$ cat config.mk
export PLATFORM = sky130hd
export DESIGN_NAME = mvm_job_sequencer
export DESIGN_NICKNAME = d
export VERILOG_FILES = /design/src/rtl/mvm_job_sequencer.sv
export SDC_FILE = /design/constraint.sdc
export NUM_CORES = 1
export LEC_CHECK = 0
export CAP_MARGIN = 20
export CORE_ASPECT_RATIO = 0.5
export CORE_MARGIN = 8
export CORE_UTILIZATION = 40
export DETAILED_ROUTE_END_ITERATION = 12
export PLACE_DENSITY = 0.7
export SLEW_MARGIN = 20
export SYNTH_ARGS = -nofsm -noshare
export SYNTH_HDL_FRONTEND = slang
export SYNTH_SLANG_ARGS = --single-unit
$ cat constraint.sdc
create_clock -name clk -period 3.7 [get_ports clk]
set_input_delay 0.555 -clock clk [delete_from_list [all_inputs] [get_ports clk]]
set_output_delay 0.555 -clock clk [all_outputs]
set_load 0.02 [all_outputs]
$ cat src/rtl/mvm_job_sequencer.sv
// mvm_job_sequencer: host-side job controller for one mvm matrix-vector engine.
//
// Jobs arrive as a command handshake followed by a gap-tolerant operand stream
// (K*K row-major matrix words, then K vector words). Operands are staged locally
// and replayed to the engine as gap-free load bursts, the engine is started, its
// K result words are captured and then returned on a valid/ready stream.
//
// Optional feature macro: MVMSEQ_MATRIX_REUSE_EN
//   defined   : cmd_mat=0 jobs reuse the engine-resident matrix (once one is loaded)
//   undefined : cmd_mat is ignored and every job carries a full matrix
//
// Ports:
//   clk, reset (async, active-low)
//   cmd_valid/cmd_mat/cmd_ready        job command handshake
//   in_valid/in_data/in_ready          operand word stream
//   out_valid/out_data/out_ready       result word stream
//   mvm_loadMatrix/mvm_loadVector/mvm_start/mvm_data_in   engine controls (registered)
//   mvm_done/mvm_data_out              engine results
//   busy                               high whenever not idle
module mvm_job_sequencer #(
  parameter int unsigned K = 4,
  parameter int unsigned B = 8
) (
  input  logic             clk,
  input  logic             reset,
  input  logic             cmd_valid,
  input  logic             cmd_mat,
  output logic             cmd_ready,
  input  logic             in_valid,
  input  logic [B-1:0]     in_data,
  output logic             in_ready,
  output logic             out_valid,
  output logic [2*B-1:0]   out_data,
  input  logic             out_ready,
  output logic             mvm_loadMatrix,
  output logic             mvm_loadVector,
  output logic             mvm_start,
  output logic [B-1:0]     mvm_data_in,
  input  logic             mvm_done,
  input  logic [2*B-1:0]   mvm_data_out,
  output logic             busy
);

  localparam int unsigned NM = K * K;
  localparam int unsigned NW = $clog2(NM);
  localparam int unsigned KW = $clog2(K);
  localparam logic [NW-1:0] LastM = NW'(NM - 1);
  localparam logic [NW-1:0] LastV = NW'(K - 1);

  typedef enum logic [3:0] {
    StIdle, StFillM, StBurstM, StFillV, StBurstV, StStart, StWait, StCapt, StDrain
  } state_e;

  state_e          state_q, state_d;
  logic [NW-1:0]   cnt_q, cnt_d;
  logic            live_q;
  logic            lm_q, lm_d, lv_q, lv_d, st_q, st_d;
  logic [B-1:0]    din_q, din_d;
  logic [B-1:0]    stage_q [NM];
  logic [2*B-1:0]  res_q [K];
  logic            cmd_ok, want_mat;

`ifdef MVMSEQ_MATRIX_REUSE_EN
  logic loaded_q;

  // A vector-only job is only meaningful once the engine holds a matrix.
  assign cmd_ok   = cmd_mat | loaded_q;
  assign want_mat = cmd_mat;

  always_ff @(posedge clk or negedge reset) begin
    if (!reset) begin
      loaded_q <= 1'b0;
    end else if (state_q == StBurstM) begin
      loaded_q <= 1'b1;
    end
  end
`else
  assign cmd_ok   = 1'b1;
  assign want_mat = 1'b1;
`endif

  // live_q keeps cmd_ready low while reset is asserted even though state is idle.
  assign cmd_ready      = live_q & (state_q == StIdle) & cmd_ok;
  assign in_ready       = (state_q == StFillM) | (state_q == StFillV);
  assign out_valid      = (state_q == StDrain);
  assign out_data       = out_valid ? res_q[cnt_q[KW-1:0]] : '0;
  assign busy           = (state_q != StIdle);
  assign mvm_loadMatrix = lm_q;
  assign mvm_loadVector = lv_q;
  assign mvm_start      = st_q;
  assign mvm_data_in    = din_q;

  always_comb begin
    state_d = state_q;
    cnt_d   = cnt_q;
    lm_d    = 1'b0;
    lv_d    = 1'b0;
    st_d    = 1'b0;
    din_d   = '0;
    unique case (state_q)
      StIdle: begin
        if (cmd_valid && cmd_ready) begin
          cnt_d   = '0;
          state_d = want_mat ? StFillM : StFillV;
        end
      end
      StFillM: begin
        if (in_valid) begin
          if (cnt_q == LastM) begin
            cnt_d   = '0;
            lm_d    = 1'b1;
            state_d = StBurstM;
          end else begin
            cnt_d = cnt_q + NW'(1);
          end
        end
      end
      StBurstM: begin
        // Strobe went out on entry; words follow back-to-back one cycle later.
        din_d = stage_q[cnt_q];
        if (cnt_q == LastM) begin
          cnt_d   = '0;
          state_d = StFillV;
        end else begin
          cnt_d = cnt_q + NW'(1);
        end
      end
      StFillV: begin
        if (in_valid) begin
          if (cnt_q == LastV) begin
            cnt_d   = '0;
            lv_d    = 1'b1;
            state_d = StBurstV;
          end else begin
            cnt_d = cnt_q + NW'(1);
          end
        end
      end
      StBurstV: begin
        din_d = stage_q[cnt_q];
        if (cnt_q == LastV) begin
          cnt_d   = '0;
          state_d = StStart;
        end else begin
          cnt_d = cnt_q + NW'(1);
        end
      end
      StStart: begin
        st_d    = 1'b1;
        state_d = StWait;
      end
      StWait: begin
        if (mvm_done) begin
          cnt_d   = NW'(1);
          state_d = StCapt;
        end
      end
      StCapt: begin
        // Remaining result words stream in on consecutive cycles after done.
        if (cnt_q == LastV) begin
          cnt_d   = '0;
          state_d = StDrain;
        end else begin
          cnt_d = cnt_q + NW'(1);
        end
      end
      StDrain: begin
        if (out_ready) begin
          if (cnt_q == LastV) begin
            cnt_d   = '0;
            state_d = StIdle;
          end else begin
            cnt_d = cnt_q + NW'(1);
          end
        end
      end
      default: state_d = StIdle;
    endcase
  end

  always_ff @(posedge clk or negedge reset) begin
    if (!reset) begin
      state_q <= StIdle;
      cnt_q   <= '0;
      live_q  <= 1'b0;
      lm_q    <= 1'b0;
      lv_q    <= 1'b0;
      st_q    <= 1'b0;
      din_q   <= '0;
    end else begin
      state_q <= state_d;
      cnt_q   <= cnt_d;
      live_q  <= 1'b1;
      lm_q    <= lm_d;
      lv_q    <= lv_d;
      st_q    <= st_d;
      din_q   <= din_d;
    end
  end

  // Data buffers carry no reset; their contents are only read after being written.
  always_ff @(posedge clk) begin
    if (in_valid && in_ready) begin
      stage_q[cnt_q] <= in_data;
    end
    if (state_q == StWait && mvm_done) begin
      res_q[0] <= mvm_data_out;
    end else if (state_q == StCapt) begin
      res_q[cnt_q[KW-1:0]] <= mvm_data_out;
    end
  end

endmodule
After elaboration in Yosys (flattened, before gate mapping). Memories as Yosys holds them, arrays and structs flattened. Index checks and enable logic that the tools add are counted.

Add/sub/neg operators: 1. Eq/ne operators: 21. Multiplexer cells: 39. Bitwise operators: 2. Reductions and logical operators: 11.

Operator list (count): $mux W4 (18); $pmux W4 S9 (1); $mux W16 (2); $pmux W4 S7 (1); $eq A4 B3 Y1 const B (4); $reduce_or A16 Y1 (1); $mux W1 (15); $eq A4 B2 Y1 const B (3); $ne A2 B2 Y1 const B (6); $reduce_and A11 Y1 (1); $ne A2 B1 Y1 const B (5); $eq A4 B4 Y1 const B (2); $mux W8 (1); $reduce_bool A7 Y1 (1); $reduce_and A6 Y1 (1); $add A4 B1 Y4 const B (1); $eq A4 B1 Y1 const B (1); $logic_not A4 Y1 (1); $reduce_bool A4 Y1 (1); $reduce_or A2 Y1 (2); $logic_and A1 B1 Y1 (3); $mux W2 (1); $and A1 B1 Y1 (1); $or A1 B1 Y1 (1).

Register bits: 20. RAM bits: 192. Input bits: 31. Memories: 2.

Memory list: stage_q (depth 16, width 8, read ports 1, clocked after memory_dff 0, write ports 1, line 59) `logic [B-1:0] stage_q [NM];`; res_q (depth 4, width 16, read ports 1, clocked after memory_dff 0, write ports 1, line 60) `logic [2*B-1:0] res_q [K];`.

Logic depth before layout (Yosys ltp).
Depth after elaboration: 6. Mapped depth: 7.

Least setup slack after synthesis. No wires, ideal clock.

Kind: register to register. From: reg state_q[3]. To: mem stage_q[3][0], enable pin. Arrival: 1908 ps. Path slack: 1407 ps. Stages on the path, launching flop included: 6. Path buffers: 1. Period minus slack after synthesis: 2293 ps. Cell sequence: dfrtp_1 buf_2 nand2b_1 nor3b_1 nand2_1 nor3_1.

Word-level cells in the longest chain between the ends: 5. Elaborated cells on any way between the ends: 6.

RTL lines: start, declared (line 54) `state_e state_q, state_d;`; start signal, assigned (line 183) `state_q <= StIdle;`; start signal, assigned (line 191) `state_q <= state_d;`; $eq A4 B1 Y1 or $eq A4 B2 Y1 (tied branches) (line 84) `assign in_ready = (state_q == StFillM) | (state_q == StFillV);`; $or A1 B1 Y1 (*) (line 84); $logic_and A1 B1 Y1 (*) (line 203) `if (in_valid && in_ready) begin`; $mux W1 (*) (line 203); $mux W1 (not written as such) (*) (line 204) `stage_q[cnt_q] <= in_data;`; end, declared (line 59).

Mark *: on every way between the ends. The rest lies on a longest branch, timed or not.

Final worst setup path.
From: reg state_q[3]. To: out out_data[8].

Word-level cells in the longest chain between the ends: 2.

RTL lines: $eq A4 B4 Y1 (line 85) `assign out_valid = (state_q == StDrain);`; $mux W16 (line 86) `assign out_data = out_valid ? res_q[cnt_q[KW-1:0]] : '0;`; end, declared (line 33) `output logic [2*B-1:0] out_data,`.

Every way passes these cells.

==> flow_summary.toml <==
[sta]
final-setup-viol-count = 0
finalSetupTns_ns = 0
max-slew-margin-rel = 0.3653
fin_skew_ns = 0.02355
tightest_slew_ns = 0.9521
fin_hold_ws_ns = 0.02252
drv_slew = 0
fin_crit_ns = 3.380
final-hold-violation-count = 0
grt_setup_unrepaired = "no"
worst_slack_ns = 0.3203
fmax_mhz = 295.9
finalCritPeriodShare = 0.9134

[clock_tree]
h-tree-depth = 1
tritoncts = "done"
hold_buffers = 0
post_cts_resize_count = 0
postCtsSetupBuffers = 0
clock_sinks = 212
cts_buffer_depth = 3
cts_made_buffers = 20
worst_skew_pair.late_latency_ns = 0.50
cts-root-buf = "clkbuf_16"
clk_transition_reported_paths_ns = 0.07

[place]
routabilityCongestion = 0.7443
dpl-instance-area_um2 = 9437
place_hpwl_um = 10130
port_buffers = 60
dpl.cell_count = 748
dp_slack_ns = 0.8130

[route]
wl_per_cell_um = 20.86
viasPerCell = 5.174
ant_nets = 0
totalWireLength_um = 16300
firstDrtPassIters = 4
via_count = 4041
first_iter_violations = 260
drc = 0

[cells_and_area]
antenna_cells = 0
nFillCells = 1648
drive_above_1_share = 0.2362
syn_to_final_growth_pct = 19.31
fin_area_um2 = 10060
final_core_util = 0.4885
layout.cells.non_filler = 781
final_nets = 532

[pwr]
netSwitchingFraction = 0.2619
internal_power_mw = 4.686
p_leak_nw = 3.251
power.density_nw_per_um2 = 630.9
pwr-share-clk = 0.313
ir_drop_uv = 337.3
share_seq_of_total_power = 0.457
design_power_total_mw = 6.349
combPwrFrac = 0.230
power.net_switching_mw = 1.663

[synthesis]
ys_ff_latch = 212
synth_cell_types = 44
ys_warn_count = 0
synth_flop_cell = "edfxtp_1"
synth_nets = 450
syn_area_per_cell_um2 = 20.32
syn-cell-area_um2 = 8434
synth_edf_count = 192
netlist_instances = 415
seq_area_frac_synth = 0.7429
postSynth.asyncResetShare = 0.09434

[global_routing]
grt_pass1_wl_um = 25210
grt_max_degree = 40
antenna_found_initial = 0
overflow = 0
track_usage = 0.1227
grt_pass1_vias = 4272

[flow_run]
cap_violations = 0

[worst_setup_path]
ff2ff_path_depth = 7
cp-start-kind = "flip-flop"
path_max_fanout = 18
cp.arrival_ns = 2.82
crit_type = "flip-flop to primary output"
endpoint_kind = "primary output"
slowest_delay_ns = 0.88
crit_chain = "or4b_1 > nor2b_1 > clkdlybuf4s50_1"
cp_data_required_time_ns = 3.14
cp_slowest_cell = "or4b_1"

[floorplan]
boundaryPins = 62
dieArea_um2 = 26270
initial_core_util = 0.4094
chipWidth_um = 221.4
die_y_um = 118.7
rows = 37
core_um2 = 20600

[run_status]
run_status = "finished, final reports clean"

[worst_hold_path]
min_path_type = "input port to asynchronous set/reset pin"
-- area by class of cell --
type | count | area, µm² | area share
clock buffer | 25 | 529.3 | 0.05259
clock inverter | 8 | 102.6 | 0.01020
inverter | 6 | 22.52 | 0.002238
multi-input combinational | 174 | 2016 | 0.2003
sequential | 212 | 6271 | 0.6232
tap | 273 | 341.6 | 0.03394
timing repair buffer | 83 | 780.7 | 0.07758
-- kinds of logic after synthesis --
family	count (synthesis)	synth area share
AND/OR/NAND/NOR	88	0.05711
multiplexers	60	0.1556
flip-flops	212	0.7429
adder cells (fa/ha/maj)	4	0.005934
AO/OA/AOI/OAI	19	0.01780
XOR/XNOR	2	0.002077
other	1	0.0004446
buffers and inverters	29	0.01810
-- path summary, 6_finish.rpt --
check | slack (ns) | from | endpoint
max | 0.32 | state_q[3] | out_data[8]
min | 0.02 | reset | mvm_data_in[1]
max reg2reg | 1.14 | cnt_q[0] | state_q[3]
min reg2reg | 0.65 | state_q[1] | mvm_start
max in group asynchronous | 3.27 | reset | cnt_q[0]
min in group clk | 0.65 | state_q[1] | mvm_start
-- layout by cell type, fill, tap and decap left out, drive strengths merged, types with 6 or more instances in the layout --
cell and instances:
nor3 6, mux4 56, nor2b 27, and3 6
nand2 14, dfrtp 20, edfxtp 192, nor2 19
o21ai 6, clkdlybuf4s50 59, inv 6, clkbuf 25
buf 24
-- worst max-delay path: cells and delay by family, from the launching register on --
kind                   cells  cell delay (ns)
buffers and inverters      1             0.63
AND/OR/NAND/NOR            2             1.15
flip-flops                 1             0.55
-- metal layers --
| metal | global-route usage | wire length, µm | vias up |
|---|---|---|---|
| met5 | 0 | 0 | - |
| met4 | 0.02240 | 228 | 0 |
| met3 | 0.02813 | 1185 | 21 |
| met2 | 0.2027 | 7717 | 120 |
| met1 | 0.1671 | 7163 | 2064 |
| li1 | - | - | 1836 |
-- sequential cells by signal, indices dropped and copies added (netlist names) --
register        count
stage_q           128
res_q              64
mvm_data_in         8
cnt_q               4
state_q             4
live_q              1
mvm_loadMatrix      1
mvm_loadVector      1
mvm_start           1
-- power by group through the flow --
stage               Sequential, mW  Combinational (mW)  Clock [mW]
floorplan                     2.87                1.15           0
global placement              2.95                1.48           0
detailed placement            2.96                1.48           0
CTS                           2.91                1.49        2.03
global route                  2.93                1.58        2.12
finish                        2.90                1.46        1.99
-- cells in the mapped netlist (3+ instances only) --
| library cell | count | area (µm²) |
|---|---|---|
| and3_1 | 6 | 37.54 |
| buf_2 | 11 | 55.05 |
| buf_6 | 4 | 45.04 |
| clkbuf_1 | 7 | 26.28 |
| dfrtp_1 | 20 | 500.5 |
| edfxtp_1 | 192 | 5766 |
| ha_1 | 4 | 50.05 |
| inv_1 | 6 | 22.52 |
| mux4_2 | 56 | 1261 |
| nand2_1 | 14 | 52.55 |
| nor2_1 | 19 | 71.32 |
| nor2b_1 | 27 | 168.9 |
| nor3_1 | 6 | 30.03 |
| nor3b_1 | 3 | 22.52 |
| o21ai_0 | 5 | 25.02 |
Note: power is estimated with default switching activity, not from simulation.
